<file path="src/rtl/mem_initiator.sv">
// Host-side initiator for the 8x4 dual-port RAM: turns single-beat READ/WRITE/CLEAR
// commands into registered port A/B drives and returns read data with a done pulse.
module mem_initiator #(
    parameter int AW    = 3,
    parameter int DW    = 4,
    parameter int DEPTH = 2**AW
) (
    input  logic          clk,
    input  logic          rst_n,
    input  logic          req,
    input  logic [1:0]    cmd,
    input  logic [AW-1:0] addr,
    input  logic [DW-1:0] wdata,
    output logic          ready,
    output logic          done,
    output logic [DW-1:0] rdata,
    output logic [AW-1:0] mem_addr_a,
    output logic          mem_rw_a,
    output logic [DW-1:0] mem_din_a,
    input  logic [DW-1:0] mem_dout_a,
    output logic [AW-1:0] mem_addr_b,
    output logic          mem_rw_b,
    output logic [DW-1:0] mem_din_b,
    input  logic [DW-1:0] mem_dout_b,
    output logic [2:0]    dbg_state
);

    typedef enum logic [2:0] {
        IDLE     = 3'd0,
        WR       = 3'd1,
        RD_ISSUE = 3'd2,
        RD_WAIT  = 3'd3,
        CLR      = 3'd4
    } state_t;

    localparam int KW = AW - 1;
    localparam logic [KW-1:0] K_LAST = KW'(DEPTH/2 - 1);

    state_t        state, state_nxt;
    logic [KW-1:0] k, k_nxt, k_inc;
    logic          nop_pend, nop_pend_nxt;
    logic          done_nxt;
    logic          rdata_load;
    logic          accept;
    logic [AW-1:0] addr_a_nxt, addr_b_nxt;
    logic          rw_a_nxt, rw_b_nxt;
    logic [DW-1:0] din_a_nxt, din_b_nxt;

    // Handshake: a command transfers on a rising edge where req && ready; req seen
    // while ready is low is neither accepted nor queued, and done pulses on completion.
    assign ready     = (state == IDLE);
    assign accept    = req && ready;
    assign k_inc     = k + 1'b1;
    assign dbg_state = state;

    // Port B is write-only from this block's point of view.
    logic unused_dout_b;
    assign unused_dout_b = ^mem_dout_b;

    always_comb begin
        state_nxt    = state;
        k_nxt        = k;
        nop_pend_nxt = 1'b0;
        done_nxt     = nop_pend;
        rdata_load   = 1'b0;
        addr_a_nxt   = '0;
        rw_a_nxt     = 1'b0;
        din_a_nxt    = '0;
        addr_b_nxt   = '0;
        rw_b_nxt     = 1'b0;
        din_b_nxt    = '0;
        case (state)
            IDLE: begin
                if (accept) begin
                    case (cmd)
                        2'b00: begin
                            state_nxt  = RD_ISSUE;
                            addr_a_nxt = addr;
                        end
                        2'b01: begin
                            state_nxt  = WR;
                            rw_a_nxt   = 1'b1;
                            addr_a_nxt = addr;
                            din_a_nxt  = wdata;
                        end
                        2'b10: begin
                            state_nxt  = CLR;
                            k_nxt      = '0;
                            rw_a_nxt   = 1'b1;
                            rw_b_nxt   = 1'b1;
                            addr_b_nxt = AW'(1);
                        end
                        default: nop_pend_nxt = 1'b1;
                    endcase
                end
            end
            WR: begin
                state_nxt = IDLE;
                done_nxt  = 1'b1;
            end
            RD_ISSUE: state_nxt = RD_WAIT;
            RD_WAIT: begin
                state_nxt  = IDLE;
                done_nxt   = 1'b1;
                rdata_load = 1'b1;
            end
            CLR: begin
                // Each beat zeroes the even/odd pair {k,0} and {k,1}, so ports never collide.
                if (k == K_LAST) begin
                    state_nxt = IDLE;
                    done_nxt  = 1'b1;
                end else begin
                    k_nxt      = k_inc;
                    rw_a_nxt   = 1'b1;
                    rw_b_nxt   = 1'b1;
                    addr_a_nxt = {k_inc, 1'b0};
                    addr_b_nxt = {k_inc, 1'b1};
                end
            end
            default: state_nxt = IDLE;
        endcase
    end

    always_ff @(posedge clk or negedge rst_n) begin
        if (!rst_n) begin
            state      <= IDLE;
            k          <= '0;
            nop_pend   <= 1'b0;
            done       <= 1'b0;
            rdata      <= '0;
            mem_addr_a <= '0;
            mem_rw_a   <= 1'b0;
            mem_din_a  <= '0;
            mem_addr_b <= '0;
            mem_rw_b   <= 1'b0;
            mem_din_b  <= '0;
        end else begin
            state      <= state_nxt;
            k          <= k_nxt;
            nop_pend   <= nop_pend_nxt;
            done       <= done_nxt;
            if (rdata_load) rdata <= mem_dout_a;
            mem_addr_a <= addr_a_nxt;
            mem_rw_a   <= rw_a_nxt;
            mem_din_a  <= din_a_nxt;
            mem_addr_b <= addr_b_nxt;
            mem_rw_b   <= rw_b_nxt;
            mem_din_b  <= din_b_nxt;
        end
    end

endmodule

</file>
<file path="config.mk">
export PLATFORM = sky130hd
export DESIGN_NAME = mem_initiator
export DESIGN_NICKNAME = d
export VERILOG_FILES = /design/src/rtl/mem_initiator.sv
export SDC_FILE = /design/constraint.sdc
export NUM_CORES = 1
export LEC_CHECK = 0
export ABC_CLOCK_PERIOD_IN_PS = 1800
export BUFFER_PORTS_ARGS = -buffer_cell sky130_fd_sc_hd__buf_2
export CAP_MARGIN = 20
export CORE_MARGIN = 2
export CORE_UTILIZATION = 25
export DETAILED_ROUTE_END_ITERATION = 10
export PLACE_DENSITY = 0.53
export SYNTH_ARGS = -nofsm -noshare
export SYNTH_HDL_FRONTEND = slang
export SYNTH_SLANG_ARGS = --single-unit
</file>
<file path="constraint.sdc">
create_clock -name clk -period 1.8 [get_ports clk]
set_input_delay 0.18 -clock clk [delete_from_list [all_inputs] [get_ports clk]]
set_output_delay 0.18 -clock clk [all_outputs]
set_load 0.02 [all_outputs]
</file>
==> results of run 1 <==
## worst paths after layout
kind	start	end	slack, ps	cells after the start
min in group asynchronous	rst_n	rdata[3]$_DFFE_PN0N_	420	2
worst max-delay path	dbg_state[1]$_DFFE_PN0P_	ready	240	3
worst max register to register	k[0]$_DFFE_PN0P_	k[1]$_DFFE_PN0P_	430	4
worst min register to register	nop_pend$_DFF_PN0_	done$_DFF_PN0_	460	1
max in group asynchronous	rst_n	mem_addr_a[1]$_DFF_PN0_	1060	2
worst min-delay path	addr[2]	mem_addr_a[2]$_DFF_PN0_	130	2
## registers in the layout, indices dropped and copies added (netlist names), 2 cells and up
register	cells
mem_addr_b	3
dbg_state	3
mem_din_a	4
mem_addr_a	3
k	2
rdata	4
## layer usage
metal  up-vias  part of all wire [%]  GRT usage (%)
met5         -                     0              0
met4         0                   1.1           3.83
met3         2                   8.1           2.20
met2        30                    44           14.1
met1       306                    47           10.7
li1        343                     -              -
## kinds of logic (layout without fill, tap and decap cells)
kind of cell | count (synthesis) | in the layout | synth area share, %
AOI/OAI and AO/OA | 15 | 15 | 10.5
adders and majority gates | 6 | 6 | 7.59
buffers and inverters | 12 | 45 | 6.95
DFF | 22 | 22 | 55.6
muxes | 4 | 4 | 4.55
other | 1 | 4 | 0.379
and+or+nand+nor | 23 | 23 | 14.4
## per-stage QoR
stage | util, % | hold WS (ps)
after floorplan | - | -116
after global placement | 31.8 | 158
after detailed placement | 31.8 | 171
after CTS | 33.2 | 123
after global routing | 33.2 | 124
final | 33.2 | 126
## power groups by stage
stage | registers [mW] | clock network (mW) | logic (mW)
3_5_place_dp | 0.786 | 0 | 0.825
3_3_place_gp | 0.777 | 0 | 0.812
4_1_cts | 0.776 | 0.296 | 0.828
5_1_grt | 0.802 | 0.321 | 0.897
2_1_floorplan | 0.926 | 0 | 0.449
6_report | 0.772 | 0.284 | 0.817
## cells in the mapped netlist, types with 2 or more instances
cell / number / area, um2
dfrtp_1: 22 / 551
buf_4: 6 / 45.0
ha_1: 6 / 75.1
and2_1: 5 / 31.3
inv_1: 5 / 18.8
nor2_1: 5 / 18.8
a21oi_1: 4 / 20.0
mux2_2: 4 / 45.0
and3_1: 3 / 18.8
nand2_1: 3 / 11.3
o21a_1: 2 / 15.0
o21ai_0: 2 / 10.0
## worst max-delay path: cells and delay by family, from the launching register on
kind | cells | cell delay (ps)
simple gates | 2 | 500
buf+inv | 1 | 180
flops | 1 | 440
## cell type report
cell class	instances	area, um2	share of cell area (%)
timing repair buffer	37	190	15.3
multi-input combinational	52	382	30.7
clock buffer	3	41.3	3.32
inverter	5	18.8	1.51
sequential	22	551	44.3
tap	48	60.1	4.83
==> impl_results.md, run 1 <==
* Ratio of final minimum period to clock period at 86.5%
* Crit path kind: reg -> out
* Final Power at 1.87 mW
* Fin. Hold Viols at 0
* Cts hold-fix bufs at 1
* GP Congestion at 0.727
* Ant. Diodes at 0
* Post-route ant nets at 0
* Final layout net count at 147
* Commonest non-fill, non-tap cells in the layout: buf_2, dfrtp_1, ha_1
* Clock root cell: clkbuf_8
* Clk pwr share at 15.1%
* FFs w/ async S/R, synth at 100%
* Min Tclk post-route at 1560 ps
* Setup Buffers After CTS at 0
* Peak VDD IR at 345 uV
* Fillers at 403
* Post-DP Area at 1190 um2
* Largest net degree at the start of global routing at 23
* P_leak at 0.689 nW
* Post-synth EDFFs at 0
* Count of cell types in the netlist at 28
* Initial antenna violation count at 0
* Site row count at 22
* Clk_lat worst skew at 250 ps
* CP max FO at 7
* Final cell count without fillers at 167
* Setup crit end kind: primary output
* Vias post-DR at 681
* H-tree levels at 1
* Total GRT Usage at 8.65%
* Combinational share of power at 43.6%
* Post-CTS Resized at 0
* Synth warnings at 0
* Post-route cell area at 1240 um2
* Wire length per cell at 10.7 um
* Pwr/cell area at 1510 nW/um2
* CTS Sinks at 22
* Sequential area share after synthesis at 55.6%
* Cell Int Power at 1.12 mW
* CTS Buf Count at 3
* First-pass GRT wire length at 2.88 mm
* Flops & latches, synth at 22
* RSZ-0062 raised after global routing: false
* Worst setup margin at 244 ps
* Leading cell type in the layout, fill and taps excluded: buf_2
* Synthesis-to-layout area growth at 25.5%
* Critical path, cell by cell: or2_1, nor2_1, buf_2
* Critical Path AT at 1380 ps
* Pre-Repair DR Iteration Count at 2
* Crit path launch type: flip-flop
* Drt total wl at 1.79 mm
* Worst Skew at 2.31 ps
* Vias in the first global route at 663
* GRT overflow at 0
* Status: finished clean
* Vias per std cell at 4.08
* Worst path max stage delay at 440 ps
* Core Region at 3740 um2
* Die width at 66.9 um
* Remaining DRCs at 0
* # placed instances at 163
* Dpl ws at 438 ps
* Final HPWL DP at 1.45 mm
* Finish-stage setup viols at 0
* Setup total negative slack at 0 ps
* Worst Path Required at 1620 ps
* Worst hold path type: in -> reg
* Main synth FF type: dfrtp_1
* Die H at 66.9 um
* Sequential Power Share at 41.2%
* Share of post-route cells with drive strength above 1 at 39.5%
* Clock Tree Buf Depth at 2
* MaxCap Viol Count at 0
* Slowest library cell on the worst path: dfrtp_1
* Cell count after synthesis at 83
* Switching power at 0.753 mW
* DR iter-0 viols at 24
* Ports at 45
* Initial core utilization at 26.4%
* Max-slew violation count at 0
* Sw frac at 40.2%
* I/O Buffers at 36
* Fmax at 0.643 GHz
* Clock-pin slew of the registers on the worst-case setup and hold paths at 70 ps
* Mapped Area at 990 um2
* Syn avg cell area at 11.9 um2
* TritonCTS clock tree: built
* DIE AREA at 4480 um2
(Power assumes the default switching activity.)
==> run 2: changes to the inputs <==
--- a/config.mk
+++ b/config.mk
@@ -5,7 +5,7 @@
 export SDC_FILE = /design/constraint.sdc
 export NUM_CORES = 1
 export LEC_CHECK = 0
-export ABC_CLOCK_PERIOD_IN_PS = 1800
+export ABC_CLOCK_PERIOD_IN_PS = 1600
 export BUFFER_PORTS_ARGS = -buffer_cell sky130_fd_sc_hd__buf_2
 export CAP_MARGIN = 20
 export CORE_MARGIN = 2
==> constraint.sdc (replaced) <==
create_clock -name clk -period 1.6 [get_ports clk]
set_input_delay 0.16 -clock clk [delete_from_list [all_inputs] [get_ports clk]]
set_output_delay 0.16 -clock clk [all_outputs]
set_load 0.02 [all_outputs]
==> impl_results.md, run 2 (synthesized netlist as in run 1, its figures left out) <==
* Critical Path AT at 1320 ps (-60 ps)
* Die H at 66.9 um (unchanged)
* I/O Buffers at 36 (unchanged)
* Final Power at 2.20 mW (+17%)
* Fmax at 0.676 GHz
* Clk_lat worst skew at 260 ps (about the same)
* Setup crit end kind: primary output
* Total GRT Usage at 8.51% (-0.15 points)
* Remaining DRCs at 0 (unchanged)
* Clock Tree Buf Depth at 2 (unchanged)
* First-pass GRT wire length at 2.76 mm (-4.3%)
* P_leak at 0.697 nW (+1.2%)
* Ratio of final minimum period to clock period at 92.5%
* Fin. Hold Viols at 0 (unchanged)
* Core Region at 3740 um2 (unchanged)
* Post-route ant nets at 0 (unchanged)
* Ports at 45 (unchanged)
* Share of post-route cells with drive strength above 1 at 40.8% (+1.3 points)
* Final layout net count at 147 (unchanged)
* Synthesis-to-layout area growth at 27.2%
* Largest net degree at the start of global routing at 23 (unchanged)
* Crit path launch: dbg_state[1]$_DFFE_PN0P_
* Max-slew violation count at 0 (unchanged)
* Commonest non-fill, non-tap cells in the layout: buf_2, dfrtp_1, ha_1
* Vias post-DR at 685 (+0.59%)
* GRT overflow at 0 (unchanged)
* Pre-Repair DR Iteration Count at 4 (+2)
* Site row count at 22 (unchanged)
* Util after Layout at 33.6% (+0.43 points)
* Setup Buffers After CTS at 0 (unchanged)
* Dpl ws at 224 ps (-214 ps)
* Setup total negative slack at 0 ps (unchanged)
* Clock root cell: clkbuf_8
* Wire length per cell at 11.2 um (+4.4%)
* Initial antenna violation count at 0 (unchanged)
* Cells on worst reg2reg path at 4 (unchanged)
* Worst hold path type: in -> reg
* Final cell count without fillers at 168 (+0.60%)
* Final HPWL DP at 1.45 mm (about the same)
* DR iter-0 viols at 46 (+92%)
* Reg2reg setup slack at 230 ps (-200 ps)
* CTS Buf Count at 3 (unchanged)
* Drt total wl at 1.88 mm (+5.0%)
* DIE AREA at 4480 um2 (unchanged)
* Worst Skew at 0.417 ps (-1.89 ps)
* MaxCap Viol Count at 0 (unchanged)
* Crit path kind: reg -> out
* CP Capture Point: ready
* Worst Path Required at 1440 ps (-180 ps)
* Leading cell type in the layout, fill and taps excluded: buf_2
* Largest regs: mem_din_a (4), rdata (4)
* Initial core utilization at 26.4% (unchanged)
* Worst setup margin at 121 ps (-123 ps)
* GP Congestion at 0.730 (+0.45%)
* Worst R2R Start: k[0]$_DFFE_PN0P_
* Vias in the first global route at 594 (-10%)
* CP max FO at 7 (unchanged)
* Peak VDD IR at 356 uV (+3.3%)
* Die width at 66.9 um (unchanged)
* Finish-stage setup viols at 0 (unchanged)
* Ant. Diodes at 0 (unchanged)
* Clock-pin slew of the registers on the worst-case setup and hold paths at 70 ps (about the same)
* RSZ-0062 raised after global routing: false
* Vias per std cell at 4.08 (about the same)
* CTS Sinks at 22 (unchanged)
* Crit path launch type: flip-flop
* RR Endpoint: k[1]$_DFFE_PN0P_
* Status: finished clean
* Min Tclk post-route at 1480 ps
* # placed instances at 163 (unchanged)
* H-tree levels at 1 (unchanged)
* TritonCTS clock tree: built
* Pwr/cell area at 1740 nW/um2 (+16%)
run 2: changes by cell type in the layout (fill, tap and decap cells not counted):
cell,change
or2_1,-1
clkbuf_8,+1
or2_4,+1
run 2: how the worst min path moves through the flow:
stage | from | endpoint | slack (ps) | depth (start not counted)
after floorplan | rst_n | dbg_state[0]$_DFFE_PN0P_ | -140 | 0
after global placement | rst_n | rdata[0]$_DFFE_PN0N_ | 140 | 1
final | addr[2] | mem_addr_a[2]$_DFF_PN0_ | 100 | 2
after CTS | addr[2] | mem_addr_a[2]$_DFF_PN0_ | 100 | 2
after global routing | addr[1] | mem_addr_a[1]$_DFF_PN0_ | 100 | 2
after detailed placement | rst_n | rdata[3]$_DFFE_PN0N_ | 150 | 1
run 2: per-stage QoR:
stage	hold WS, ps	cell area (um2)
2_1_floorplan	-136	1000
3_3_place_gp	140	1190
3_5_place_dp	149	1190
4_1_cts	97.5	1260
5_1_grt	98.7	1260
6_report	98.4	1260
run 2: repair_timing:
action	4_1_cts	5_1_grt
gates resized for setup	0	1
hold endpoints to repair	22	0
hold buffers	1	0
setup endpoints to repair	0	1
run 2: power breakdown:
group / internal, mW / switching, mW / leakage [nW]
logic: 0.373 / 0.560 / 0.379
clock network: 0.219 / 0.169 / 0.0288
registers: 0.734 / 0.140 / 0.289
run 2: worst max-delay path, cell delays in order, from the launching register on:
cell     delay (ps)
dfrtp_1         460
or2_4           320
nor2_1          110
buf_2           180
run 2: cell type report:
type / count / area [um2]
Sequential cell: 22 / 551
Multi-Input combinational cell: 52 / 384
Timing Repair Buffer: 37 / 190
Inverter: 5 / 18.8
Tap cell: 48 / 60.1
Fill cell: 407 / 2480
Clock buffer: 4 / 55.1
run 2: layer usage:
| layer | up-vias | global-route usage [%] | part of all wire, % | routed length [um] |
|---|---|---|---|---|
| met1 | 308 | 10.9 | 46 | 875 |
| li1 | 341 | - | - | - |
| met2 | 32 | 13.0 | 42 | 797 |
| met3 | 4 | 1.69 | 8.5 | 160 |
| met4 | 0 | 5.36 | 2.6 | 49 |
| met5 | - | 0 | 0 | 0 |
==> run 3: changes to the inputs <==
--- a/config.mk
+++ b/config.mk
@@ -5,13 +5,14 @@
 export SDC_FILE = /design/constraint.sdc
 export NUM_CORES = 1
 export LEC_CHECK = 0
-export ABC_CLOCK_PERIOD_IN_PS = 1600
+export ABC_CLOCK_PERIOD_IN_PS = 1300
 export BUFFER_PORTS_ARGS = -buffer_cell sky130_fd_sc_hd__buf_2
 export CAP_MARGIN = 20
 export CORE_MARGIN = 2
 export CORE_UTILIZATION = 25
 export DETAILED_ROUTE_END_ITERATION = 10
-export PLACE_DENSITY = 0.53
+export PLACE_DENSITY = 0.55
 export SYNTH_ARGS = -nofsm -noshare
 export SYNTH_HDL_FRONTEND = slang
 export SYNTH_SLANG_ARGS = --single-unit
+export TNS_END_PERCENT = 1
==> constraint.sdc (replaced) <==
create_clock -name clk -period 1.3 [get_ports clk]
set_input_delay 0.13 -clock clk [delete_from_list [all_inputs] [get_ports clk]]
set_output_delay 0.13 -clock clk [all_outputs]
set_load 0.02 [all_outputs]
==> impl_results.md, run 3 (synthesized netlist as in run 1, its figures left out) <==
* Core Region at 3740 um2 (unchanged)
* Pwr/cell area at 2150 nW/um2 (+23%)
* Total GRT Usage at 8.75% (+0.25 points)
* Clock Tree Buf Depth at 2 (unchanged)
* GP Congestion at 0.797 (+9.1%)
* Clock-pin slew of the registers on the worst-case setup and hold paths at 70 ps (about the same)
* Vias in the first global route at 715 (+20%)
* Clock root cell: clkbuf_8
* Combinational share of power at 49.5% (+7.0 points)
* Area of the multi-input gates at 392 um2 (+2.0%)
* Crit path launch type: flip-flop
* RSZ-0062 raised after global routing: true
* Final layout net count at 154 (+4.8%)
* I/O Buffers at 36 (unchanged)
* Vias post-DR at 730 (+6.6%)
* Status: finished clean
* Wire length per cell at 10.6 um (-5.0%)
* Ratio of final minimum period to clock period at 98.2%
* Initial core utilization at 26.4% (unchanged)
* Fmax at 0.783 GHz
* Finish-stage setup viols at 0 (unchanged)
* H-tree levels at 1 (unchanged)
* Vias per std cell at 4.20 (+2.9%)
* Worst hold path type: in -> reg
* TritonCTS clock tree: built
* Cell family with most CP delay: flip-flops
* Max-slew violation count at 0 (unchanged)
* Fillers at 395 (-2.9%)
* Fin. Hold Viols at 0 (unchanged)
* Final HPWL DP at 1.49 mm (+2.6%)
* GRT overflow at 0 (unchanged)
* Post-route ant nets at 0 (unchanged)
* P_leak at 0.725 nW (+4.0%)
* Sequential Power Share at 36.4% (-3.4 points)
* Die width at 66.9 um (unchanged)
* Synthesis-to-layout area growth at 32.4%
* Critical path buffers and inverters at 2 (+1)
* Slowest library cell on the worst path: dfrtp_2
* CP max FO at 9 (+2)
* Register area at 553 um2 (+0.45%)
* CTS Sinks at 22 (unchanged)
* First-pass GRT wire length at 2.93 mm (+6.2%)
* Most used cell, CP: buf_4
* Crit path kind: reg -> out
* DIE AREA at 4480 um2 (unchanged)
* Critical Path AT at 1150 ps (-170 ps)
* Switching power at 1.10 mW (+26%)
* Site row count at 22 (unchanged)
* Worst Skew at 4.05 ps (+3.63 ps)
* Peak VDD IR at 527 uV (+48%)
* Ports at 45 (unchanged)
* Pre-Repair DR Iteration Count at 3 (-1)
* Largest net degree at the start of global routing at 23 (unchanged)
* Critical path, cell by cell: buf_4, nor2_2, buf_4
* Setup crit end kind: primary output
* Remaining DRCs at 0 (unchanged)
* Sw frac at 38.8% (-0.77 points)
* Leading cell type in the layout, fill and taps excluded: buf_2
* Largest regs: mem_din_a (4), rdata (4)
* Min Tclk post-route at 1280 ps
* CTS Buf Count at 3 (unchanged)
* Initial antenna violation count at 0 (unchanged)
* Setup total negative slack at 0 ps (unchanged)
* Commonest non-fill, non-tap cells in the layout: buf_2, dfrtp_1, buf_4
* Worst Path Required at 1170 ps (-270 ps)
* Die H at 66.9 um (unchanged)
* Clk pwr share at 14.1% (-3.6 points)
* Clk_lat worst skew at 250 ps (about the same)
* Worst path max stage delay at 480 ps (+20 ps)
* Cell Int Power at 1.73 mW (+30%)
* Final Power at 2.82 mW (+29%)
* DR iter-0 viols at 16 (-65%)
* Share of post-route cells with drive strength above 1 at 47.6% (+6.8 points)
* Ant. Diodes at 0 (unchanged)
* Drt total wl at 1.85 mm (-1.6%)
* MaxCap Viol Count at 0 (unchanged)
[run 3: cell types whose count changed in the layout (fill, tap and decap cells not counted), moves of 2 or more]
cell / previous run / this run
dfrtp_1: 22 / 20
buf_4: 0 / 8
dfrtp_2: 0 / 2
nor2_2: 0 / 2
nor2_1: 5 / 3
[run 3: worst paths after layout]
kind	slack [ps]	from	depth (start not counted)	to
max	20	dbg_state[2]$_DFFE_PN0P_	3	ready
min	80	addr[2]	2	mem_addr_a[2]$_DFF_PN0_
max reg2reg	70	k[0]$_DFFE_PN0P_	4	k[1]$_DFFE_PN0P_
min reg2reg	460	nop_pend$_DFF_PN0_	1	done$_DFF_PN0_
max in group asynchronous	590	rst_n	2	dbg_state[1]$_DFFE_PN0P_
min in group asynchronous	360	rst_n	2	rdata[0]$_DFFE_PN0N_
[run 3: what timing repair did]
item	CTS	global route
setup buffers	3	0
setup endpoints to repair	1	13
pin swaps	1	0
hold buffers	1	0
endpoints found under the hold margin	22	0
gates resized for setup	4	2
[run 3: metrics by stage]
stage	cells	hold slack, ps	cell area (um2)	setup slack [ps]	util (%)
finish	174	76.7	1310	23.5	35.0
global placement	167	108	1220	89.7	32.7
global route	174	74.1	1310	-38.4	35.0
detailed placement	167	119	1220	65.1	32.7
floorplan	86	-166	1000	46.5	-
CTS	174	73.4	1310	4.16	34.9
[run 3: cell type report]
type                    instances  area share, %
clock buffers                   3           3.15
multi-input cells              52           29.9
well taps                      48           4.58
repair buffers                 44           18.7
inverters                       5           1.43
flip-flops and latches         22           42.2
[run 3: power groups by stage]
stage / clock, mW / combinational (mW) / sequential [mW]
3_3_place_gp: 0 / 1.24 / 1.05
5_1_grt: 0.449 / 1.54 / 1.05
3_5_place_dp: 0 / 1.25 / 1.07
4_1_cts: 0.419 / 1.40 / 1.03
6_report: 0.399 / 1.40 / 1.03
2_1_floorplan: 0 / 0.633 / 1.28
[run 3: metal layers]
metal | up-vias | part of all wire [%] | GRT usage [%]
li1 | 356 | - | -
met4 | 0 | 1.6 | 3.83
met2 | 31 | 44 | 15.0
met1 | 338 | 45 | 10.4
met3 | 5 | 9.0 | 2.03
met5 | - | 0 | 0
